--- src/rtl/round_timer_ctrl_pkg.sv ---
// Shared types and helpers for the Frogger round timer.
package game_pkg;

    typedef enum logic [1:0] {
        IDLE,
        RUN,
        HOLD,
        EXPIRED
    } timer_state_t;

    localparam int MAX_SECONDS = 99;

    // Convert a 0..99 value to packed {tens, ones} BCD; out-of-range inputs clamp.
    function automatic logic [7:0] to_bcd2(input int value);
        int v;
        v = value;
        if (v < 0) v = 0;
        if (v > MAX_SECONDS) v = MAX_SECONDS;
        return {4'(v / 10), 4'(v % 10)};
    endfunction

endpackage

--- src/rtl/round_timer_ctrl_if.sv ---
// Game-FSM <-> round timer signal bundle; master = game side, slave = timer.
interface round_timer_ctrl_if;

    logic       frame_clk;
    logic       start;
    logic       hold;
    logic       add_bonus;
    logic [3:0] tens_digit;
    logic [3:0] ones_digit;
    logic       running;
    logic       expired;
    logic       timeout;
    logic       warn;

    modport master (
        output frame_clk, start, hold, add_bonus,
        input  tens_digit, ones_digit, running, expired, timeout, warn
    );

    modport slave (
        input  frame_clk, start, hold, add_bonus,
        output tens_digit, ones_digit, running, expired, timeout, warn
    );

endinterface

--- src/rtl/round_timer_ctrl_bcd_counter.sv ---
// Two-digit BCD seconds register: load, decrement (stops at 00) and, when
// BONUS_TIME_EN is defined, a saturating bonus add that folds in a same-cycle decrement.
module timer_bcd_counter
    import game_pkg::*;
#(
    parameter int START_SECONDS = 60,
    parameter int BONUS_SECONDS = 5
) (
    input  logic       Clk,
    input  logic       Reset,
    input  logic       load_i,
    input  logic       dec_i,
`ifdef BONUS_TIME_EN
    input  logic       add_i,
`endif
    output logic [3:0] tens_o,
    output logic [3:0] ones_o,
    output logic       zero_o
);

    localparam logic [7:0] START_BCD = to_bcd2(START_SECONDS);

    logic [3:0] tens_q, tens_d;
    logic [3:0] ones_q, ones_d;

    assign zero_o = (tens_q == 4'd0) && (ones_q == 4'd0);
    assign tens_o = tens_q;
    assign ones_o = ones_q;

`ifdef BONUS_TIME_EN
    int unsigned sum_bin;

    // Bonus result in binary: count + bonus, minus a coincident tick, capped at 99.
    always_comb begin
        sum_bin = 32'(tens_q) * 32'd10 + 32'(ones_q) + 32'(BONUS_SECONDS);
        if (dec_i && !zero_o) sum_bin = sum_bin - 32'd1;
        if (sum_bin > 32'(MAX_SECONDS)) sum_bin = 32'(MAX_SECONDS);
    end
`else
    localparam int unused_bonus_seconds = BONUS_SECONDS;
`endif

    // Next digits: load beats bonus beats plain decrement.
    always_comb begin
        tens_d = tens_q;
        ones_d = ones_q;
        if (load_i) begin
            {tens_d, ones_d} = START_BCD;
`ifdef BONUS_TIME_EN
        end else if (add_i) begin
            {tens_d, ones_d} = to_bcd2(int'(sum_bin));
`endif
        end else if (dec_i && !zero_o) begin
            if (ones_q == 4'd0) begin
                ones_d = 4'd9;
                tens_d = tens_q - 4'd1;
            end else begin
                ones_d = ones_q - 4'd1;
            end
        end
    end

    // Digit register; reset restores the round start value.
    always_ff @(posedge Clk) begin
        if (Reset) begin
            {tens_q, ones_q} <= START_BCD;
        end else begin
            tens_q <= tens_d;
            ones_q <= ones_d;
        end
    end

endmodule

--- src/rtl/round_timer_ctrl.sv ---
// Frogger round countdown: frame_clk synchroniser, frames-per-second divider and
// IDLE/RUN/HOLD/EXPIRED FSM around a BCD seconds counter.
// Optional feature: define BONUS_TIME_EN to enable add_bonus.
module round_timer_ctrl
    import game_pkg::*;
#(
    parameter int FRAMES_PER_SEC = 60,
    parameter int START_SECONDS  = 60,
    parameter int WARN_SECONDS   = 10,
    parameter int BONUS_SECONDS  = 5
) (
    input  logic              Clk,
    input  logic              Reset,
    round_timer_ctrl_if.slave tif
);

    localparam logic [7:0] FRAME_LAST = 8'(FRAMES_PER_SEC - 1);

    logic         sync1_q, sync2_q, sync3_q;
    logic         frame_edge;
    timer_state_t state_q, state_d;
    logic [7:0]   frame_cnt_q, frame_cnt_d;
    logic         sec_tick;
    logic         load_req, dec_req, add_req, bonus_req;
    logic         running_q, expired_q, timeout_q;
    logic [3:0]   tens, ones;
    logic         zero;
    logic         count_is_one;
    int unsigned  count_bin;

    assign frame_edge   = sync2_q & ~sync3_q;
    assign count_is_one = (tens == 4'd0) && (ones == 4'd1);
    assign count_bin    = 32'(tens) * 32'd10 + 32'(ones);

`ifdef BONUS_TIME_EN
    assign bonus_req = tif.add_bonus & ~tif.start;
`else
    logic unused_bonus;
    assign bonus_req    = 1'b0;
    assign unused_bonus = ^{tif.add_bonus, add_req};
`endif

    // Two-flop synchroniser plus a history flop for rising-edge detection.
    always_ff @(posedge Clk) begin
        if (Reset) begin
            sync1_q <= 1'b0;
            sync2_q <= 1'b0;
            sync3_q <= 1'b0;
        end else begin
            sync1_q <= tif.frame_clk;
            sync2_q <= sync1_q;
            sync3_q <= sync2_q;
        end
    end

    // Next state, frame divider and counter controls; start > hold > sec_tick.
    always_comb begin
        state_d     = state_q;
        frame_cnt_d = frame_cnt_q;
        sec_tick    = 1'b0;
        load_req    = 1'b0;
        dec_req     = 1'b0;
        add_req     = 1'b0;
        case (state_q)
            IDLE: begin
                if (tif.start) begin
                    state_d     = RUN;
                    load_req    = 1'b1;
                    frame_cnt_d = '0;
                end
            end
            RUN: begin
                add_req = bonus_req;
                if (tif.start) begin
                    load_req    = 1'b1;
                    frame_cnt_d = '0;
                end else if (tif.hold) begin
                    state_d = HOLD;
                end else if (frame_edge) begin
                    if (frame_cnt_q == FRAME_LAST) begin
                        frame_cnt_d = '0;
                        sec_tick    = 1'b1;
                    end else begin
                        frame_cnt_d = frame_cnt_q + 8'd1;
                    end
                end
                if (sec_tick) begin
                    dec_req = 1'b1;
                    // A coincident bonus keeps the round alive instead of expiring.
                    if (count_is_one && !bonus_req) state_d = EXPIRED;
                end
            end
            HOLD: begin
                add_req = bonus_req;
                if (tif.start) begin
                    state_d     = RUN;
                    load_req    = 1'b1;
                    frame_cnt_d = '0;
                end else if (!tif.hold) begin
                    state_d = RUN;
                end
            end
            EXPIRED: begin
                if (tif.start) begin
                    state_d     = RUN;
                    load_req    = 1'b1;
                    frame_cnt_d = '0;
                end
            end
            default: state_d = IDLE;
        endcase
    end

    // State, divider and registered status outputs.
    always_ff @(posedge Clk) begin
        if (Reset) begin
            state_q     <= IDLE;
            frame_cnt_q <= '0;
            running_q   <= 1'b0;
            expired_q   <= 1'b0;
            timeout_q   <= 1'b0;
        end else begin
            state_q     <= state_d;
            frame_cnt_q <= frame_cnt_d;
            running_q   <= (state_d == RUN);
            expired_q   <= (state_d == EXPIRED);
            timeout_q   <= (state_q != EXPIRED) && (state_d == EXPIRED);
        end
    end

    timer_bcd_counter #(
        .START_SECONDS (START_SECONDS),
        .BONUS_SECONDS (BONUS_SECONDS)
    ) u_counter (
        .Clk    (Clk),
        .Reset  (Reset),
        .load_i (load_req),
        .dec_i  (dec_req),
`ifdef BONUS_TIME_EN
        .add_i  (add_req),
`endif
        .tens_o (tens),
        .ones_o (ones),
        .zero_o (zero)
    );

    assign tif.tens_digit = tens;
    assign tif.ones_digit = ones;
    assign tif.running    = running_q;
    assign tif.expired    = expired_q;
    assign tif.timeout    = timeout_q;
    assign tif.warn       = running_q & ~zero & (count_bin <= 32'(WARN_SECONDS));

endmodule

--- src/flat_wrapper.sv ---
// flat-port wrapper written by rule: the top's interface ports become plain ports
module round_timer_ctrl_flat import game_pkg::*;
#(
    parameter int FRAMES_PER_SEC = 60,
    parameter int START_SECONDS  = 60,
    parameter int WARN_SECONDS   = 10,
    parameter int BONUS_SECONDS  = 5
)
  (Clk, Reset, tif_frame_clk, tif_start, tif_hold, tif_add_bonus, tif_tens_digit, tif_ones_digit, tif_running, tif_expired, tif_timeout, tif_warn);
  round_timer_ctrl_if tif_i ();
  input  logic Clk;
  input  logic Reset;
  input wire logic [$bits(tif_i.frame_clk)-1:0] tif_frame_clk;
  input wire logic [$bits(tif_i.start)-1:0] tif_start;
  input wire logic [$bits(tif_i.hold)-1:0] tif_hold;
  input wire logic [$bits(tif_i.add_bonus)-1:0] tif_add_bonus;
  output wire logic [$bits(tif_i.tens_digit)-1:0] tif_tens_digit;
  output wire logic [$bits(tif_i.ones_digit)-1:0] tif_ones_digit;
  output wire logic [$bits(tif_i.running)-1:0] tif_running;
  output wire logic [$bits(tif_i.expired)-1:0] tif_expired;
  output wire logic [$bits(tif_i.timeout)-1:0] tif_timeout;
  output wire logic [$bits(tif_i.warn)-1:0] tif_warn;
  assign tif_i.frame_clk = tif_frame_clk;
  assign tif_i.start = tif_start;
  assign tif_i.hold = tif_hold;
  assign tif_i.add_bonus = tif_add_bonus;
  assign tif_tens_digit = tif_i.tens_digit;
  assign tif_ones_digit = tif_i.ones_digit;
  assign tif_running = tif_i.running;
  assign tif_expired = tif_i.expired;
  assign tif_timeout = tif_i.timeout;
  assign tif_warn = tif_i.warn;
  round_timer_ctrl #(.FRAMES_PER_SEC(FRAMES_PER_SEC), .START_SECONDS(START_SECONDS), .WARN_SECONDS(WARN_SECONDS), .BONUS_SECONDS(BONUS_SECONDS)) u_core (.Clk(Clk), .Reset(Reset), .tif(tif_i));
endmodule
--- config.mk ---
export PLATFORM = sky130hd
export DESIGN_NAME = round_timer_ctrl_flat
export DESIGN_NICKNAME = d
export VERILOG_FILES = /design/src/rtl/round_timer_ctrl_pkg.sv /design/src/rtl/round_timer_ctrl_if.sv /design/src/rtl/round_timer_ctrl_bcd_counter.sv /design/src/rtl/round_timer_ctrl.sv /design/src/flat_wrapper.sv
export SDC_FILE = /design/constraint.sdc
export NUM_CORES = 1
export LEC_CHECK = 0
export BUFFER_PORTS_ARGS = -buffer_cell sky130_fd_sc_hd__buf_2
export CORE_MARGIN = 1.5
export CORE_UTILIZATION = 55
export DETAILED_ROUTE_END_ITERATION = 8
export GPL_ROUTABILITY_DRIVEN = 0
export GPL_TIMING_DRIVEN = 0
export PLACE_DENSITY = 0.77
export RECOVER_POWER = 50
export SLEW_MARGIN = 15
export SYNTH_ARGS = -nofsm -noshare
export SYNTH_HDL_FRONTEND = slang
export SYNTH_SLANG_ARGS = --single-unit
--- constraint.sdc ---
create_clock -name Clk -period 2.44 [get_ports Clk]
set_clock_uncertainty 0.1 [all_clocks]
set_input_delay 0.488 -clock Clk [delete_from_list [all_inputs] [get_ports Clk]]
set_output_delay 0.488 -clock Clk [all_outputs]
set_load 0.05 [all_outputs]
-- Word-level counts from Yosys, hierarchy flattened
Cells that the tools add are included.
- $add $sub $neg: 4
- multiply operators: 1
- divide/modulo/power cells: 0
- $lt $le $gt $ge: 1
- equal/unequal tests: 11
- shift operators: 0
- muxes and demuxes: 24
- bitwise logic cells: 5
- reduce and logical (&&, ||, !) cells: 14
- operator list (cell ; count):
    8-bit 2-to-1 mux ; 5
    32-bit by 4-bit <= comparator with 1-bit output (second input constant) ; 1
    8-bit case mux with 2 select lines ; 1
    2-bit 2-to-1 mux ; 7
    8-bit by 4-bit adder with 9-bit output ; 1
    1-bit 2-to-1 mux ; 9
    8-bit by 1-bit adder with 8-bit output (second input constant) ; 1
    8-bit by 6-bit equality test with 1-bit output (second input constant) ; 1
    4-bit logical NOT ; 2
    4-bit by 1-bit subtractor with 4-bit output (second input constant) ; 2
    4-bit by 3-bit multiplier with 7-bit output (second input constant) ; 1
    2-bit equality test (second input constant) ; 3
    2-bit case mux with 3 select lines ; 1
    2-bit by 1-bit equality test with 1-bit output (second input constant) ; 2
    4-bit by 1-bit equality test with 1-bit output (second input constant) ; 1
    1-bit logical AND ; 4
    4-bit 2-to-1 mux ; 1
    2-bit OR reduction ; 2
    4-bit OR reduction ; 1
    1-bit bitwise AND ; 3
    3-bit by 2-bit != test with 1-bit output (second input constant) ; 1
    3-bit != test (second input constant) ; 1
    3-bit AND reduction ; 1
    3-bit OR reduction ; 1
    other kinds (6) ; 7
- flip-flop bits (word level): 24
- latch bits: 0
- bits in writable memories: 0
- memory bits (read-only): 0
- input port bits: 6
- output and inout port bits: 12
- logic and storage cells: 70
- memories kept: 0

-- Depth between registers and ports, before layout
Gate-level depths: netlist (run 1).
- word-level depth: 10
- gate-level depth with buffers: 8
- depth with buffers taken out: 8

-- Hierarchy
From an unflattened synthesis (run 1), not the netlist that was laid out.
- cells, all modules: 162
- area, all modules: 1517.7 µm²
- by module, submodules not included (module ; instances ; cells each ; area each (µm²) ; seq. area each (µm²)):
    round_timer_ctrl ; 1 ; 114 ; 1072.3 ; 320.3
    timer_bcd_counter ; 1 ; 48 ; 445.4 ; 160.2

-- Worst setup path before layout (run 1)
OpenSTA, ideal clock, no wires.
- path type: register to output
- start: register u_core.u_counter.tens_q[2], in the netlist u_core.u_counter.tens_o[2]
- end: output tif_warn
- arrival: 4313 ps
- required time: 1852 ps
- path slack: -2461 ps
- cell stages (with the launch flop): 8
- buffers on the path: 0
- path through: dfxtp_1 ha_1 ha_1 inv_1 fa_1 a2111oi_0 a21oi_1 a2111oi_0
- longest elaborated chain between the ends: 5
- elaborated cells between the ends (all ways): 8
- those cells by class: 1 x add/sub; 1 x mul; 1 x order compare; 3 x bitwise; 2 x reduce/logical
- ends and longest elaborated chain (element ; line ; RTL):
    from (decl) ; round_timer_ctrl_bcd_counter.sv:23 ; logic [3:0] tens_q, tens_d;
    from (signal assigned) ; round_timer_ctrl_bcd_counter.sv:68 ; tens_q <= tens_d;
    parallel branches: the longest is 4 deep, another holds 32-bit by 4-bit <= comparator with 1-bit output ; - ;
    1-bit bitwise AND * ; round_timer_ctrl.sv:152 ; assign tif.warn = running_q & ~zero & (count_bin <= 32'(WARN_SECONDS));
    to (decl) ; flat_wrapper.sv:22 ; output wire logic [$bits(tif_i.warn)-1:0] tif_warn;
Mark *: on every way between the ends.

-- Worst setup path after layout (run 1)
- start: register u_core.u_counter.tens_q[3], in the netlist u_core.u_counter.tens_o[3]
- end: output tif_warn
Same word-level chain as after synthesis.

==> results by stage, run 1 <==
Routing:
- The detailed router placed 1204 vias in this run.
- In this run the remaining antenna-violating nets after routing total 0.
- The detailed-routing iteration count for the pre-antenna-repair pass is 5.
- The post-route met1 wirelength is 1400 um.
- The final wirelength is 2900 um.
- For this block, the initial DRC count from the detailed router was 35.
- Using the TritonRoute via totals, the vias-per-cell ratio works out to 5.87.
- The routed design uses 63 um of met3 wire.
- The highest layer touched by signal routing is met4.
- The final routed DRC violation total is 0.
- Detailed routing placed a total of 1410 um of wire on met2.
- The mean routed wirelength per cell is 14.1 um.

Logic synthesis:
- For this run, the register share of the synthesized area comes to 0.349.
- Synthesis produced 154 cells.
- Yosys mapped the design onto 40 distinct sky130hd cell types.
- The fraction of registers with async set/reset is 0.
- The number of synthesized flops with an enable pin is 0.
- The number of warnings printed during yosys synthesis is 0.
- The mapped netlist covers 1380 um^2.
- The most used flip-flop cell after synthesis is sky130_fd_sc_hd__dfxtp_1.
- The total of flip-flops plus latches after synthesis is 24.
- Each instance of the synthesized netlist takes up on average 8.95 um^2.
- The biggest area contributor in the post-synthesis netlist is sky130_fd_sc_hd__dfxtp_1.
- By area the synthesized netlist is led by sky130_fd_sc_hd__dfxtp_1 (35%), sky130_fd_sc_hd__ha_1 (11%), sky130_fd_sc_hd__xor2_1 (4.5%).
- Of the post-synthesis cell area, the dominant cell type holds 0.349.
- Synthesis produced a netlist with a net count of 174.

Floorplanning:
- The floorplan step defined a die boundary enclosing 2810 um^2.
- The floorplan die height is 53.0 um.
- Row generation in the floorplan step produced 17 rows.
- The die outline width is 53.0 um.
- The number of primary I/O pins is 18.
- The initial core utilization is 0.600.
- In this run the standard cell core region covers 2300 um^2.

Worst setup path:
- STA classifies the critical path startpoint as a flip-flop.
- STA classifies the critical path endpoint as an output pin.
- STA puts the critical path data arrival time at 2.31 ns.
- STA puts the critical path data required time at 1.85 ns.
- The critical path is of the reg2out type.
- Of all nets on the critical path, the largest fanout is 2.

Power:
- The post-layout total power is 0.657 mW.
- The static leakage power is 0.578 nW.
- Dividing total power by cell area gives a power density of 401 nW/um^2.
- IR analysis of the VDD net gives a maximum drop of 316 uV.

STA:
- At the pin with the least slew margin, the transition time is 0.723 ns.
- The setup-violating endpoint count in the final report is 1.
- Setup repair after global routing could not meet its margin everywhere.
- Final hold analysis gives a worst-case slack of 0.282 ns.
- The max-slew violation total from the final report came to 0.
- The timing-limited maximum frequency is 0.346 GHz.
- Setup slack on the critical path of the routed design comes to -0.453 ns.
- The normalized max-slew margin is 0.512.
- Of the available clock period, the critical path in the final layout requires 1.19.
- For the finished layout, the period the worst path requires is 2.89 ns.
- The number of failing hold endpoints at the final stage was 0.

Place:
- The worst slack at placement is -0.251 ns.
- The number of port buffers is 16.
- The number of placed instances, taps included, is 198.
- Detailed placement ended at an HPWL of 2180 um.

Layout:
- The post-route core utilization is 0.714.
- The total inserted antenna cells is 0.
- The layout overhead on the synthesized area is 19.1%.
- Of the cells placed in the final design, the portion with a size suffix greater than 1 is 0.158.
- The final layout contains 198 nets.
- The number of cells in the finished layout apart from fillers is 205.

Hold path:
- In this run the worst hold path is classified as in2reg.

Global route:
- The largest net degree at the start of global routing is 14.
- The via count of the first global-routing pass came to 1103.
- The initial antenna violation count is 0.
- The first global-routing pass estimated 4700 um of wire.
- The total routing resource utilization after global routing is 0.228.
- The remaining global-route overflow is 0.

CTS:
- TritonCTS built the clock tree.
- No sink is reached through more buffers than the 2 on the longest clock path.
- The clock latency on the worst-skew pair is 0.31 ns.
- The tree built by TritonCTS fans out to 24 sinks.
- The number of H-tree branching levels is 1.
- Clock-pin slew was measured on the worst setup and hold paths at 0.13 ns.
- The number of hold buffers added after CTS is 0.
- The number of buffers created by CTS is 3.
- The library cell used as clock root buffer is sky130_fd_sc_hd__clkbuf_4.

Run:
- The max-capacitance violation count is 0.

Outcome:
- The flow ran to the end, but the final reports show violations.
- The checks that failed: setup timing.
-- routing by layer --
layer,global-route usage,vias up
met2,0.400,16
li1,-,611
met1,0.283,575
met5,0,-
met3,0.0339,2
met4,0.0726,0
-- timing repair --
item	in CTS	in global routing
cloned	0	0
endpoints found under the setup margin	1	8
resized for setup	4	5
buffers inserted	3	0
pin swaps	1	0
-- critical path: stages (launching register included) --
cell and delay [ns]:
sky130_fd_sc_hd__dfxtp_4 0.37, sky130_fd_sc_hd__ha_4 0.27, sky130_fd_sc_hd__ha_4 0.14, sky130_fd_sc_hd__inv_2 0.04, sky130_fd_sc_hd__fa_2 0.36, sky130_fd_sc_hd__a2111oi_4 0.21, sky130_fd_sc_hd__a21oi_2 0.08, sky130_fd_sc_hd__a2111oi_4 0.33
sky130_fd_sc_hd__buf_6 0.20
-- cell families (layout without fill, tap and decap cells) --
group                    after synthesis  count (layout)  share of synthesized area
AO/OA/AOI/OAI                         39              39                      0.190
XOR/XNOR                               8               8                     0.0509
adder cells (fa/ha/maj)               14              14                      0.138
buffers and inverters                 14              37                     0.0381
flip-flops                            24              24                      0.349
AND/OR/NAND/NOR                       55              55                      0.234
-- synthesized netlist by cell type (3+ instances only) --
master,instances
sky130_fd_sc_hd__a21oi_1,11
sky130_fd_sc_hd__a31oi_1,3
sky130_fd_sc_hd__and4_1,4
sky130_fd_sc_hd__clkbuf_1,4
sky130_fd_sc_hd__dfxtp_1,24
sky130_fd_sc_hd__ha_1,12
sky130_fd_sc_hd__inv_1,10
sky130_fd_sc_hd__nand2_1,8
sky130_fd_sc_hd__nand3_1,4
sky130_fd_sc_hd__nor2_1,13
sky130_fd_sc_hd__nor2b_1,6
sky130_fd_sc_hd__nor3_1,4
sky130_fd_sc_hd__nor3b_1,3
sky130_fd_sc_hd__o21ai_0,8
sky130_fd_sc_hd__xor2_1,7
-- layout make-up --
class / count / area, um^2
plain buffers: 4 / 15.0
clock buffers: 4 / 36.3
fillers: 194 / 657
inverters: 10 / 37.5
multi-input cells: 116 / 927
flip-flops and latches: 24 / 495
well taps: 28 / 35.0
repair buffers: 19 / 93.8
-- stage by stage --
stage / setup TNS, ns / cell area [um^2]
5_1_grt: -0.545 / 1640
4_1_cts: -0.458 / 1640
3_5_place_dp: -0.251 / 1560
2_1_floorplan: -0.392 / 1450
6_report: -0.453 / 1640
3_3_place_gp: -0.218 / 1560
-- sequential cells by signal, summed over array words and instances (netlist names) --
| signal | count |
|---|---|
| u_core.sync2_q | 1 |
| u_core.u_counter.ones_o | 4 |
| u_core.u_counter.tens_o | 4 |
| u_core.frame_cnt_q | 8 |
| u_core.tif.running | 1 |
| u_core.state_q | 2 |
| u_core.sync1_q | 1 |
| u_core.tif.expired | 1 |
| u_core.sync3_q | 1 |
| u_core.tif.timeout | 1 |
-- final timing paths --
path | startpoint | to | slack, ns | cells past startpoint
worst max register to register | u_core.state_q[1] | u_core.frame_cnt_q[0] | 0.16 | 7
worst max-delay path | u_core.u_counter.tens_o[3] | tif_warn | -0.45 | 8
worst min-delay path | tif_frame_clk | u_core.sync1_q | 0.28 | 2
worst min register to register | u_core.sync1_q | u_core.sync2_q | 0.36 | 1
-- cell usage in the layout, fill, tap and decap left out, types with 4 or more instances in the layout --
cell	count
sky130_fd_sc_hd__a21oi_1	10
sky130_fd_sc_hd__nand3_1	4
sky130_fd_sc_hd__nor2b_1	6
sky130_fd_sc_hd__ha_1	9
sky130_fd_sc_hd__o21ai_0	7
sky130_fd_sc_hd__dfxtp_4	4
sky130_fd_sc_hd__xor2_1	7
sky130_fd_sc_hd__nand2_1	8
sky130_fd_sc_hd__inv_1	9
sky130_fd_sc_hd__nor2_1	12
sky130_fd_sc_hd__and4_1	4
sky130_fd_sc_hd__nor3_1	4
sky130_fd_sc_hd__clkbuf_1	16
sky130_fd_sc_hd__dfxtp_1	20
-- power by group --
part,internal [mW],leakage [nW],switching [mW]
Combinational,0.0195,0.361,0.0360
Clock,0.0910,0.0210,0.112
Sequential,0.394,0.196,0.00471
(Power assumes the default switching activity.)
==> run 2: changes to the inputs <==
Clock period 2.44 ns to 3.7 ns, I/O delays scaled along.
==> results by stage, run 2 (synthesis gave the netlist of run 1 again) <==
Outcome:
- The flow ran to the end, and the final reports show no timing, DRC or antenna violations.

Global route:
- The total routing resource utilization after global routing is 0.233 (+0.00539).
- The remaining global-route overflow is 0 (unchanged).
- The initial antenna violation count is 0 (unchanged).
- The wire length of the first global-routing pass is 4810 um (+2.4%).
- The via count of the first global-routing pass is 1152 (+4.4%).
- The largest net degree at the start of global routing is 15 (+1).

Worst setup path:
- The maximum cell stage delay along the critical path is 0.40 ns (+0.03 ns).
- In this design, the critical path's most frequently occurring cell is sky130_fd_sc_hd__ha_1.
- STA classifies the critical path endpoint as an output pin.
- The peak fanout along the critical path is 5 (+3).
- The signal on the critical path passes through ha_1 > ha_1 > inv_1 > fa_1 > a2111oi_1 > a21oi_1 > a2111oi_4 > buf_2.
- The critical path in this run is classified as reg2out.
- The critical path data arrival time was 2.65 ns (+0.34 ns).
- The worst path required time is 2.86 ns (+1.01 ns).
- STA classifies the critical path startpoint as a flip-flop.
- The cell with the largest stage delay on the worst path is sky130_fd_sc_hd__fa_1.

Floorplanning:
- The area of the die is 2810 um^2 (unchanged).
- The initial core utilization came to 0.600 (unchanged).
- The standard-cell row count came to 17 (unchanged).
- The number of primary I/O pins is 18 (unchanged).
- The floorplan die height is 53.0 um (unchanged).
- The core region area is 2300 um^2 (unchanged).
- The die outline width is 53.0 um (unchanged).

Layout:
- The total area of multi-input combinational cells is 865 um^2 (-6.7%).
- The total of fill cells in the finished design was 188 (-3.1%).
- The fraction of layout instances using a drive strength above 1 is 0.0862 (-0.0720).
- The total inserted antenna cells came to 0 (unchanged).
- The most flop-heavy register is u_core.frame_cnt_q.
- The commonest non-fill, non-tap cell in the layout is sky130_fd_sc_hd__dfxtp_1.
- The number of flip-flops under the largest register name is 8 (unchanged).
- The area occupied by registers was 480 um^2 (-3.0%).
- In the layout the commonest cells are sky130_fd_sc_hd__dfxtp_1 (24), sky130_fd_sc_hd__clkbuf_1 (14), sky130_fd_sc_hd__nor2_1 (13).
- The layout overhead on the synthesized area is 12.7%.
- The final net count is 195 (-1.5%).

STA:
- The number of failing hold endpoints at the final stage is 0 (unchanged).
- The timing-limited maximum frequency is 0.287 GHz.
- The slew at the pin closest to its max-slew limit is 0.698 ns (-0.0249 ns).
- Setup repair after global routing left no endpoint under its margin.
- Counting I/O delays and the setup requirement, the final critical path takes 3.49 ns.
- The max-slew violation total from the final report is 0 (unchanged).
- The normalized max-slew margin is 0.529 (+0.0168).
- The sum of negative setup slack was 0 ns (+0.453 ns).
- The setup-violating endpoint count in the final report is 0 (-1).
- The final worst-path cycle share is 0.942.

Run:
- The max-capacitance violation count is 0 (unchanged).

Power:
- The power density over the cells is 318 nW/um^2 (-21%).
- The static leakage power is 0.586 nW (+1.3%).
- The peak ir drop on the vdd network is 314 uV (-0.51%).
- The post-layout total power is 0.494 mW (-25%).

CTS:
- The worst-case clock buffer depth is 2 (unchanged).
- The total number of clock tree sinks is 24 (unchanged).
- The clock input transition at the sequential cells of the worst setup and hold paths is 0.14 ns (about the same).
- The number of buffers created by CTS is 3 (unchanged).
- The clock latency on the worst-skew pair is 0.32 ns (about the same).
- The number of hold buffers added after CTS is 0 (unchanged).
- The library cell used as clock root buffer is sky130_fd_sc_hd__clkbuf_4.
- The number of H-tree branching levels is 1 (unchanged).
- TritonCTS built the clock tree.

Routing:
- The via count of the routed design is 1234 (+2.5%).
- The final wirelength is 2930 um (+1.2%).
- The mean routed wirelength per cell is 14.5 um (+2.7%).
- The final routed DRC violation total is 0 (unchanged).
- The antenna violation net count after detailed routing was 0 (unchanged).
- The routed via count divided by cell count was 6.11 (+4.0%).
- The detailed-routing iteration count for the pre-antenna-repair pass is 4 (-1).
- The DRC violation total after the first TritonRoute iteration is 21 (-40%).

Hold path:
- The path class of the tightest hold or removal check is reg2reg.

Place:
- The number of port buffers is 16 (unchanged).
- The half-perimeter wire length after placement is 2230 um (+2.0%).
-- run 2: cell count changes in the layout (fill, tap and decap cells not counted), sizes merged --
cell,delta
bufinv,+1
clkbuf,-3
buf,-1
-- run 2: what timing repair did --
action / CTS / global route
gates resized for setup: 0 / 1
setup buffers: 0 / 0
endpoints found under the setup margin: 0 / 1
-- run 2: layer usage --
metal	global-route usage	wire length (um)	vias up
li1	-	-	603
met1	0.243	1310	605
met2	0.446	1500	22
met3	0.0593	89	4
met4	0.0769	41	0
met5	0	0	-
-- run 2: path summary, 6_finish.rpt --
path                                                 start               endpoint  slack, ns  cells past startpoint
worst max-delay path            u_core.u_counter.tens_o[1]               tif_warn       0.21                      8
worst min-delay path                        u_core.sync1_q         u_core.sync2_q       0.36                      1
worst max register to register           u_core.state_q[1]  u_core.frame_cnt_q[3]       1.35                      7
worst min register to register              u_core.sync1_q         u_core.sync2_q       0.36                      1
-- run 2: final cells by class --
cell class	instances	share of cell area
Clock inverter	1	0.0193
Multi-Input combinational cell	116	0.557
Clock buffer	3	0.0145
Sequential cell	24	0.309
Inverter	10	0.0242
Buffer	4	0.00967
Timing Repair Buffer	16	0.0435
Tap cell	28	0.0226
-- run 2: worst max-delay path: cells and delay by family, from the launching register on --
kind / cells / cell delay, ns
DFF: 1 / 0.39
buffers and inverters: 2 / 0.37
adders and majority gates: 3 / 0.86
AOI/OAI and AO/OA: 3 / 0.69
-- run 2: power breakdown --
part | total, mW | internal, mW | switching [mW] | leakage [nW]
clock | 0.192 | 0.110 | 0.0823 | 0.0279
sequential | 0.266 | 0.263 | 0.00327 | 0.194
combinational | 0.0363 | 0.0125 | 0.0238 | 0.363
-- run 2: through the flow --
stage	hold WS, ns	cells	util	setup WS (ns)	instance area, um^2
after floorplan	0.314	154	-	0.245	1400
after global placement	0.320	198	0.658	0.655	1510
after detailed placement	0.338	198	0.658	0.592	1510
after CTS	0.367	202	0.681	0.200	1560
after global routing	0.382	202	0.676	0.0415	1550
final	0.364	202	0.676	0.214	1550
